===== config.mk =====
export PLATFORM = sky130hd
export DESIGN_NAME = tpm_ram_arbiter
export DESIGN_NICKNAME = d
export VERILOG_FILES = /design/src/rtl/tpm_ram_pkg.sv /design/src/rtl/tpm_byte_lane.sv /design/src/rtl/tpm_ram_arbiter.sv
export SDC_FILE = /design/constraint.sdc
export NUM_CORES = 1
export LEC_CHECK = 0
export BUFFER_PORTS_ARGS = -buffer_cell sky130_fd_sc_hd__buf_4
export CORE_MARGIN = 3
export CORE_UTILIZATION = 50
export CTS_CLUSTER_DIAMETER = 100
export CTS_CLUSTER_SIZE = 24
export DETAILED_ROUTE_END_ITERATION = 12
export GPL_ROUTABILITY_DRIVEN = 0
export GPL_TIMING_DRIVEN = 0
export PLACE_DENSITY = 0.84
export SYNTH_ARGS = -nofsm -noshare
export SYNTH_HDL_FRONTEND = slang
export SYNTH_SLANG_ARGS = --single-unit

===== constraint.sdc =====
create_clock -name clk_i -period 2.45 [get_ports clk_i]
set_input_delay 0.245 -clock clk_i [delete_from_list [all_inputs] [get_ports clk_i]]
set_output_delay 0.245 -clock clk_i [all_outputs]
set_load 0.05 [all_outputs]

===== src/rtl/tpm_ram_pkg.sv =====
// Shared types and constants for the TPM buffer RAM arbiter.
package tpm_ram_pkg;

  localparam int unsigned RamWordAddrWidth = 9;
  localparam int unsigned RamDataWidth     = 32;

  typedef enum logic [1:0] {
    StIdle,
    StAccess,
    StAck
  } state_e;

  typedef enum logic {
    GntDp,
    GntMcu
  } grant_e;

endpackage


===== src/rtl/tpm_byte_lane.sv =====
// Byte-lane steering between the 8-bit DP port and the 32-bit RAM word (little-endian).
module tpm_byte_lane
  import tpm_ram_pkg::*;
(
  input  logic [1:0]              lane_i,
  input  logic [7:0]              wr_byte_i,
  input  logic [RamDataWidth-1:0] rd_word_i,
  output logic [3:0]              be_o,
  output logic [RamDataWidth-1:0] wd_o,
  output logic [7:0]              rd_byte_o
);

  always_comb begin
    be_o      = 4'b0001 << lane_i;
    wd_o      = {4{wr_byte_i}};
    rd_byte_o = rd_word_i[8*lane_i +: 8];
  end

endmodule


===== src/rtl/tpm_ram_arbiter.sv =====
// Round-robin arbiter sharing the 512x32 TPM buffer RAM between the LPC DP and the M4 bus.
// Each transaction walks Idle -> Access -> Ack, so acks arrive two cycles after the grant.
module tpm_ram_arbiter
  import tpm_ram_pkg::*;
#(
  parameter int unsigned RamAddrWidth = 11,
  parameter int unsigned DataWidth    = RamDataWidth
) (
  input  logic                        clk_i,
  input  logic                        rst_i,
  input  logic [RamAddrWidth-1:0]     dp_addr_i,
  input  logic [7:0]                  dp_data_i,
  output logic [7:0]                  dp_data_o,
  input  logic                        dp_req_i,
  input  logic                        dp_we_i,
  output logic                        dp_ack_o,
  input  logic [RamWordAddrWidth-1:0] mcu_addr_i,
  input  logic [DataWidth-1:0]        mcu_data_i,
  output logic [DataWidth-1:0]        mcu_data_o,
  input  logic [3:0]                  mcu_be_i,
  input  logic                        mcu_req_i,
  input  logic                        mcu_we_i,
  output logic                        mcu_ack_o,
  output logic [RamWordAddrWidth-1:0] ram_addr_o,
  output logic [DataWidth-1:0]        ram_wd_o,
  output logic [3:0]                  ram_be_o,
  output logic                        ram_we_o,
  input  logic [DataWidth-1:0]        ram_rd_i
);

  state_e                      state_q;
  grant_e                      gnt_q, last_grant_q, gnt_d;
  logic                        we_q;
  logic [1:0]                  lane_q, lane_sel;
  logic [RamWordAddrWidth-1:0] ram_addr_q;
  logic [DataWidth-1:0]        ram_wd_q;
  logic [3:0]                  ram_be_q;
  logic                        ram_we_q;
  logic                        dp_ack_q, mcu_ack_q;
  logic [7:0]                  dp_data_q;
  logic [DataWidth-1:0]        mcu_data_q;
  logic [3:0]                  lane_be;
  logic [DataWidth-1:0]        lane_wd;
  logic [7:0]                  lane_rd;

  // The DP lane comes straight from the port while granting, then from the latched copy.
  assign lane_sel = (state_q == StIdle) ? dp_addr_i[1:0] : lane_q;

  tpm_byte_lane u_byte_lane (
    .lane_i    (lane_sel),
    .wr_byte_i (dp_data_i),
    .rd_word_i (ram_rd_i),
    .be_o      (lane_be),
    .wd_o      (lane_wd),
    .rd_byte_o (lane_rd)
  );

  always_comb begin
    gnt_d = GntDp;
    if (mcu_req_i && (!dp_req_i || last_grant_q == GntDp)) begin
      gnt_d = GntMcu;
    end
  end

  always_ff @(posedge clk_i) begin
    if (rst_i) begin
      state_q      <= StIdle;
      gnt_q        <= GntMcu;
      last_grant_q <= GntMcu;
      we_q         <= 1'b0;
      lane_q       <= '0;
      ram_addr_q   <= '0;
      ram_wd_q     <= '0;
      ram_be_q     <= '0;
      ram_we_q     <= 1'b0;
      dp_ack_q     <= 1'b0;
      mcu_ack_q    <= 1'b0;
      dp_data_q    <= '0;
      mcu_data_q   <= '0;
    end else begin
      dp_ack_q  <= 1'b0;
      mcu_ack_q <= 1'b0;
      case (state_q)
        StIdle: begin
          if (dp_req_i || mcu_req_i) begin
            state_q      <= StAccess;
            gnt_q        <= gnt_d;
            last_grant_q <= gnt_d;
            if (gnt_d == GntDp) begin
              we_q       <= dp_we_i;
              lane_q     <= dp_addr_i[1:0];
              ram_addr_q <= dp_addr_i[RamAddrWidth-1:2];
              ram_wd_q   <= lane_wd;
              ram_be_q   <= dp_we_i ? lane_be : 4'b0000;
              ram_we_q   <= dp_we_i;
            end else begin
              we_q       <= mcu_we_i;
              ram_addr_q <= mcu_addr_i;
              ram_wd_q   <= mcu_data_i;
              ram_be_q   <= mcu_we_i ? mcu_be_i : 4'b0000;
              // An all-zero byte mask completes without strobing the RAM.
              ram_we_q   <= mcu_we_i && (mcu_be_i != 4'b0000);
            end
          end
        end
        StAccess: begin
          state_q   <= StAck;
          ram_be_q  <= '0;
          ram_we_q  <= 1'b0;
          dp_ack_q  <= (gnt_q == GntDp);
          mcu_ack_q <= (gnt_q == GntMcu);
        end
        StAck: begin
          state_q <= StIdle;
          if (!we_q) begin
            if (gnt_q == GntDp) dp_data_q <= lane_rd;
            else                mcu_data_q <= ram_rd_i;
          end
        end
        default: state_q <= StIdle;
      endcase
    end
  end

  // Read data is live from the RAM during the ack cycle and held afterwards.
  always_comb begin
    dp_data_o  = dp_data_q;
    mcu_data_o = mcu_data_q;
    if (state_q == StAck && !we_q) begin
      if (gnt_q == GntDp) dp_data_o = lane_rd;
      else                mcu_data_o = ram_rd_i;
    end
  end

  assign ram_addr_o = ram_addr_q;
  assign ram_wd_o   = ram_wd_q;
  assign ram_be_o   = ram_be_q;
  assign ram_we_o   = ram_we_q;
  assign dp_ack_o   = dp_ack_q;
  assign mcu_ack_o  = mcu_ack_q;

endmodule


==> results.ini, run 1 <==
[die]
design.core.area_um2 = 7970
dieArea_um2 = 9640
die_w_um = 98.2
io_pins = 190
num_rows = 32
die_h_um = 98.2
initial_core_util_pct = 53.3

[clocking]
clock_tree.root_cell = clkbuf_8
hold_buffers = 0
cts_buffers = 9
cts_tree = yes
cts_htree_levels = 3
clkSlewWorstSetupHoldPaths_ns = 0.09
clk_latency_ns = 0.36
clock_sinks = 94
clockBufferDepth = 2

[min_path]
hold_path.class = primary input to flip-flop
hold_start = mcu_addr_i[8]
whs_path_depth = 3
whs_endpoint = ram_addr_o[8]$_SDFFE_PP0P_

[sta]
post-route-min-period_ns = 2.41
rsz0062_at_grt = no
drv_slew = 0
fin_hold_ws_ns = 0.169
skew_ns = 0.00991
fin_setup_tns_ns = 0
setup-violations-final = 0
hold_viol = 0
worstMarginPinSlew_ns = 0.630
max_slew_margin_pct = 58.0
fmax_mhz = 415
post-route-period-util_pct = 98.2

[cells_and_area]
layout.nets = 749
diodes = 0
drive_gt1_share_pct = 43.3
nFillCells = 569
multi_input_area_um2 = 2220
final-seq-area_um2 = 1880
area_growth_pct = 42.0
finalInstanceArea_um2 = 6030

[logic_synthesis]
synth_area_um2 = 4250
synth_cells = 446
ys_seq_area_share_pct = 44.3
yosys_register_bits = 94
synth_cell_types = 46
ys.warnings.count = 0
synthesis.nets = 548
syn_avg_cell_area_um2 = 9.53

[detailed_routing]
drt-initial-drc-count = 138
vias = 4200
wl_per_cell_um = 17.3
routed_wl_mm = 13.1
drc = 0
drtAntennaViolNets = 0
dr.pass1.iters = 5
viasPerCell = 5.58

[global_route]
met2_usage_pct = 45.3
grt_remaining_overflow = 0
busiest_layer = met2
met1_usage_pct = 29.6
gr-usage-met3_pct = 7.14
grt_usage_pct = 25.6
grt_max_degree = 16
first_global_vias = 4140
antenna_found_initial = 0
grt_pass1_wl_mm = 20.1

[worst_setup_path]
crit_arrival_ns = 2.16
r2r_setup_slack_ns = 0.60
r2r-start = last_grant_q$_SDFFE_PP1P_
startpoint_type = flip-flop
crit_type = flip-flop to output pin
startpoint = state_q[1]$_SDFFE_PP0P_
critPathCaptureType = output pin
reg2reg_to = ram_be_o[3]$_SDFFE_PP0P_
cp_max_fo = 10
cp.required_ns = 2.20
r2r_cells = 5

[pwr]
power-per-cell-area_nw_per_um2 = 662
leakage_nw = 2.67
vdd_ir_drop_max_v = 0.000399
p_total_mw = 4.00

[flow_run]
maxCapViolCount = 0

[outcome]
run_status = finished clean

[placement]
port-buffer-count = 188
hpwl_mm = 10.1
placed_area_um2 = 5790

synthesized netlist by cell type, drive strengths merged:
master | n | area share [%]
a31oi | 1 | 0.15
a311oi | 1 | 0.21
nor2b | 39 | 5.7
buf | 18 | 2.7
mux2 | 33 | 8.7
nor4 | 1 | 0.15
mux2i | 3 | 0.71
and2b | 2 | 0.35
a21oi | 14 | 1.6
or3b | 1 | 0.26
dfxtp | 94 | 44
a211o | 1 | 0.21
a21boi | 9 | 1.7
nor2 | 54 | 4.9
a211oi | 40 | 7.9
o21bai | 1 | 0.18
a221oi | 11 | 3.6
nor3 | 44 | 5.4
clkbuf | 18 | 1.6
or4b | 2 | 0.56
o21ai | 11 | 1.6
nand2 | 12 | 1.1
or4 | 2 | 0.44
a22oi | 10 | 1.8
o31ai | 1 | 0.50
nand2b | 4 | 0.77
and2 | 2 | 0.29
o22ai | 7 | 1.0
and3 | 8 | 1.2
inv | 1 | 0.088
or3 | 1 | 0.15
timing repair:
item / CTS / global route
gates cloned: 0 / 0
endpoints found under the setup margin: 4 / 8
buffers inserted: 0 / 3
gates resized for setup: 4 / 4
pin swaps: 0 / 1
registers in the layout, summed over array words and instances (netlist names):
register / flops
lane_q: 2
dp_data_q: 8
ram_addr_o: 9
ram_wd_o: 32
ram_we_o: 1
dp_ack_o: 1
we_q: 1
mcu_data_q: 32
ram_be_o: 4
mcu_ack_o: 1
state_q: 2
last_grant_q: 1
worst max path at each step:
stage | to | slack, ns | cells past startpoint
after floorplan | dp_data_o[7] | 0.17 | 5
after global placement | dp_data_o[1] | 0.38 | 7
after detailed placement | dp_data_o[3] | 0.32 | 7
after CTS | dp_data_o[5] | 0.03 | 6
after global routing | dp_data_o[7] | 0.009 | 6
final | dp_data_o[2] | 0.04 | 6
report_power, final:
part	switching (mW)	leakage, nW	internal, mW
Combinational	0.862	1.82	0.484
Sequential	0.0665	0.771	1.64
Clock	0.552	0.0804	0.391
Total	1.48	2.67	2.52
layout make-up:
type | instances | area share (%)
multi-input combinational | 315 | 36.8
sequential | 94 | 31.2
timing repair buffer | 191 | 24.0
buffer | 35 | 3.01
clock buffer | 10 | 2.28
tap | 102 | 2.11
clock inverter | 5 | 0.601
inverter | 1 | 0.0622
placed cells by master (no fill, tap or decap), drive strengths merged, types with 7 or more instances in the layout:
master,instances
a211oi,40
a221oi,11
and3,8
a21oi,14
buf,209
a21boi,9
nand2,12
nor3,44
o22ai,7
dfxtp,94
a22oi,10
mux2,33
nor2b,39
o21ai,11
clkbuf,27
nor2,54
logic make-up after synthesis:
| logic type | synth area share, % |
|---|---|
| muxes | 9.45 |
| AOI/OAI and AO/OA | 20.5 |
| buffers and inverters | 4.42 |
| DFF | 44.3 |
| and+or+nand+nor | 21.3 |
layer usage:
layer	wire [um]	vias up	share of wire (%)
met2	6450	209	49
met1	5060	1962	39
met3	1360	19	10
met4	199	0	1.5
met5	0	-	0
li1	-	2010	-
worst max-delay path, stage by stage, from the launching register on:
cell	delay [ns]
dfxtp_1	0.32
buf_6	0.14
or4b_4	0.53
o21ai_4	0.20
a221oi_2	0.19
o22ai_1	0.19
buf_4	0.24
per-stage QoR:
| step | utilization [%] | setup slack, ns | cells |
|---|---|---|---|
| floorplan | - | 0.172 | 446 |
| global placement | 72.6 | 0.376 | 736 |
| detailed placement | 72.6 | 0.316 | 736 |
| CTS | 75.2 | 0.0278 | 750 |
| global route | 75.7 | 0.00917 | 753 |
| finish | 75.7 | 0.0431 | 753 |
Power figures use the tool's default switching activity.
==> run 2: changes to the inputs <==
--- a/config.mk
+++ b/config.mk
@@ -6,7 +6,6 @@
 export NUM_CORES = 1
 export LEC_CHECK = 0
 export BUFFER_PORTS_ARGS = -buffer_cell sky130_fd_sc_hd__buf_4
-export CORE_MARGIN = 3
 export CORE_UTILIZATION = 50
 export CTS_CLUSTER_DIAMETER = 100
 export CTS_CLUSTER_SIZE = 24
==> constraint.sdc (replaced) <==
create_clock -name clk_i -period 2.45 [get_ports clk_i]
set_input_delay 0.245 -clock clk_i [delete_from_list [all_inputs] [get_ports clk_i]]
set_output_delay 0.245 -clock clk_i [all_outputs]
set_load 0.01 [all_outputs]
==> run 2 against run 1 <==
Via count is 1.6% higher. Non-clock buffer count stayed put. Hold slack hardly changed. Die area decreased by 8.0%. Wire length decreased by 0.69%. Sequential share of layout area decreased by 0.065 points. Utilization fell by 2.1 points. Count of clock-buffer cells in the layout decreased by 1. Clock power increased by 22%. Maximum frequency rose by 2.4%. Critical path depth did not move.
==> results.ini, run 2 (synthesized netlist as in run 1, its figures left out) <==
[flow_run]
maxCapViolCount = 0  ; unchanged

[pwr]
p_int_mw = 2.68  ; +6.5%
p_switching_mw = 1.14  ; -23%
clkPwrFrac_pct = 30.2  ; +6.6 points
vdd_ir_drop_max_v = 0.000359  ; -10%
leakage_nw = 2.69  ; +0.75%
seq_power_share_pct = 44.8  ; +2.0 points
swShare_pct = 29.8  ; -7.2 points
power-per-cell-area_nw_per_um2 = 631  ; -4.7%
p_comb_share_pct = 25.0  ; -8.7 points

[worst_setup_path]
critPathCaptureType = output pin
startpoint_type = flip-flop
r2r_cells = 6  ; +1
crit_type = flip-flop to output pin
crit_arrival_ns = 2.11  ; -0.05 ns
crit_family = simple AND/OR/NAND/NOR gates
path_depth = 6  ; unchanged
crit_slowest_cell = or3_1
cp_max_fo = 10  ; unchanged
slowest_delay_ns = 0.50  ; -0.03 ns
path_cells = buf_6 > nand2b_4 > or3_1 > a221oi_2 > o22ai_1 > buf_4
cp.buffers_inverters = 2  ; unchanged
cp.required_ns = 2.20  ; about the same

[sta]
fin_hold_ws_ns = 0.169  ; -0.0000930 ns
setup-violations-final = 0  ; unchanged
fin_setup_tns_ns = 0  ; unchanged
max_slew_margin_pct = 58.3  ; +0.29 points
worstMarginPinSlew_ns = 0.625  ; -0.00438 ns
drv_slew = 0  ; unchanged
hold_viol = 0  ; unchanged
rsz0062_at_grt = no
post-route-min-period_ns = 2.35  ; -0.0564 ns
skew_ns = 0.0111  ; +0.00119 ns
fmax_mhz = 425  ; +2.4%
post-route-period-util_pct = 95.9  ; -2.3 points

[clocking]
cts_buffers = 9  ; unchanged
clock_sinks = 94  ; unchanged
clk_latency_ns = 0.36  ; about the same
clkSlewWorstSetupHoldPaths_ns = 0.09  ; about the same
clockBufferDepth = 2  ; unchanged
cts_htree_levels = 3  ; unchanged
clock_tree.root_cell = clkbuf_8
cts_tree = yes
hold_buffers = 0  ; unchanged

[min_path]
whs_path_depth = 3  ; unchanged
hold_path.class = primary input to flip-flop

[detailed_routing]
viasPerCell = 5.64  ; +1.1%
vias = 4269  ; +1.6%
drtAntennaViolNets = 0  ; unchanged
routed_wl_mm = 13.0  ; -0.69%
dr.pass1.iters = 6  ; +1
wl_per_cell_um = 17.1  ; -1.2%
drc = 0  ; unchanged
drt-initial-drc-count = 266  ; +93%

[global_route]
grt_pass1_wl_mm = 20.2  ; +0.38%
grt_usage_pct = 29.4  ; +3.8 points
grt_max_degree = 17  ; +1
grt_remaining_overflow = 0  ; unchanged
antenna_found_initial = 0  ; unchanged
first_global_vias = 4083  ; -1.4%

[placement]
placed_area_um2 = 5790  ; about the same
hpwl_mm = 9.87  ; -2.7%
port-buffer-count = 188  ; unchanged

[die]
dieArea_um2 = 8870  ; -8.0%
die_h_um = 94.2  ; -4.1%
num_rows = 33  ; +3.1%
die_w_um = 94.2  ; -4.1%
initial_core_util_pct = 51.7  ; -1.6 points
io_pins = 190  ; unchanged
design.core.area_um2 = 8220  ; +3.1%

[cells_and_area]
diodes = 0  ; unchanged
final_util_pct = 73.6  ; -2.1 points
final_common_cell = buf_4
drive_gt1_share_pct = 42.9  ; -0.37 points
area_growth_pct = 42.3
finalInstanceArea_um2 = 6050  ; +0.21%
layout.nets = 749  ; unchanged
nFillCells = 640  ; +12%
final_cell_mix = 195 x buf_4, 94 x dfxtp_1, 53 x nor2_1

[outcome]
run_status = finished clean

[run 2: final timing paths]
| kind | start | endpoint | slack, ns |
|---|---|---|---|
| max | state_q[0]$_SDFFE_PP0P_ | dp_data_o[5] | 0.1 |
| min | dp_addr_i[0] | lane_q[0]$_SDFFE_PP0P_ | 0.17 |
| max reg2reg | state_q[0]$_SDFFE_PP0P_ | dp_data_q[3]$_SDFFE_PP0P_ | 0.65 |
| min reg2reg | ram_addr_o[6]$_SDFFE_PP0P_ | ram_addr_o[6]$_SDFFE_PP0P_ | 0.45 |
[run 2: worst register-to-register path, stage by stage, from the launching register on]
cell and delay [ns]:
dfxtp_1 0.32, buf_6 0.14, nand2b_4 0.15, or3_1 0.50, a221oi_2 0.34, buf_4 0.17
a211oi_2 0.05
[run 2: power groups by stage]
stage               Combinational, mW  Sequential, mW  Clock [mW]
floorplan                       0.461            1.77           0
CTS                             0.945            1.71        1.16
global placement                0.920            1.73           0
finish                          0.954            1.71        1.15
global route                     1.03            1.72        1.22
detailed placement              0.941            1.74           0
[run 2: metal layers]
layer	global-route usage, %	part of all wire [%]
met5	0	0
met4	9.87	2.3
met3	7.44	8.2
met2	49.4	49
met1	36.3	41
[run 2: per-stage QoR]
step / std cells / total power, mW / worst slack, ns
after floorplan: 446 / 2.23 / 0.749
after global placement: 739 / 2.65 / 0.439
after detailed placement: 739 / 2.68 / 0.441
after CTS: 755 / 3.82 / 0.0216
after global routing: 757 / 3.98 / 0.0209
final: 757 / 3.82 / 0.0995
[run 2: area by class of cell]
cell class	count	area [um^2]	share of cell area [%]
flip-flops and latches	94	1880	31.1
inverters	1	3.75	0.0621
plain buffers	35	181	3.00
clock inverters	7	97.6	1.61
well taps	105	131	2.17
clock buffers	9	124	2.05
repair buffers	191	1430	23.7
multi-input cells	315	2190	36.3
[run 2: timing repair]
action	4_1_cts	5_1_grt
endpoints found under the setup margin	0	7
setup buffers	0	3
gates resized for setup	0	4
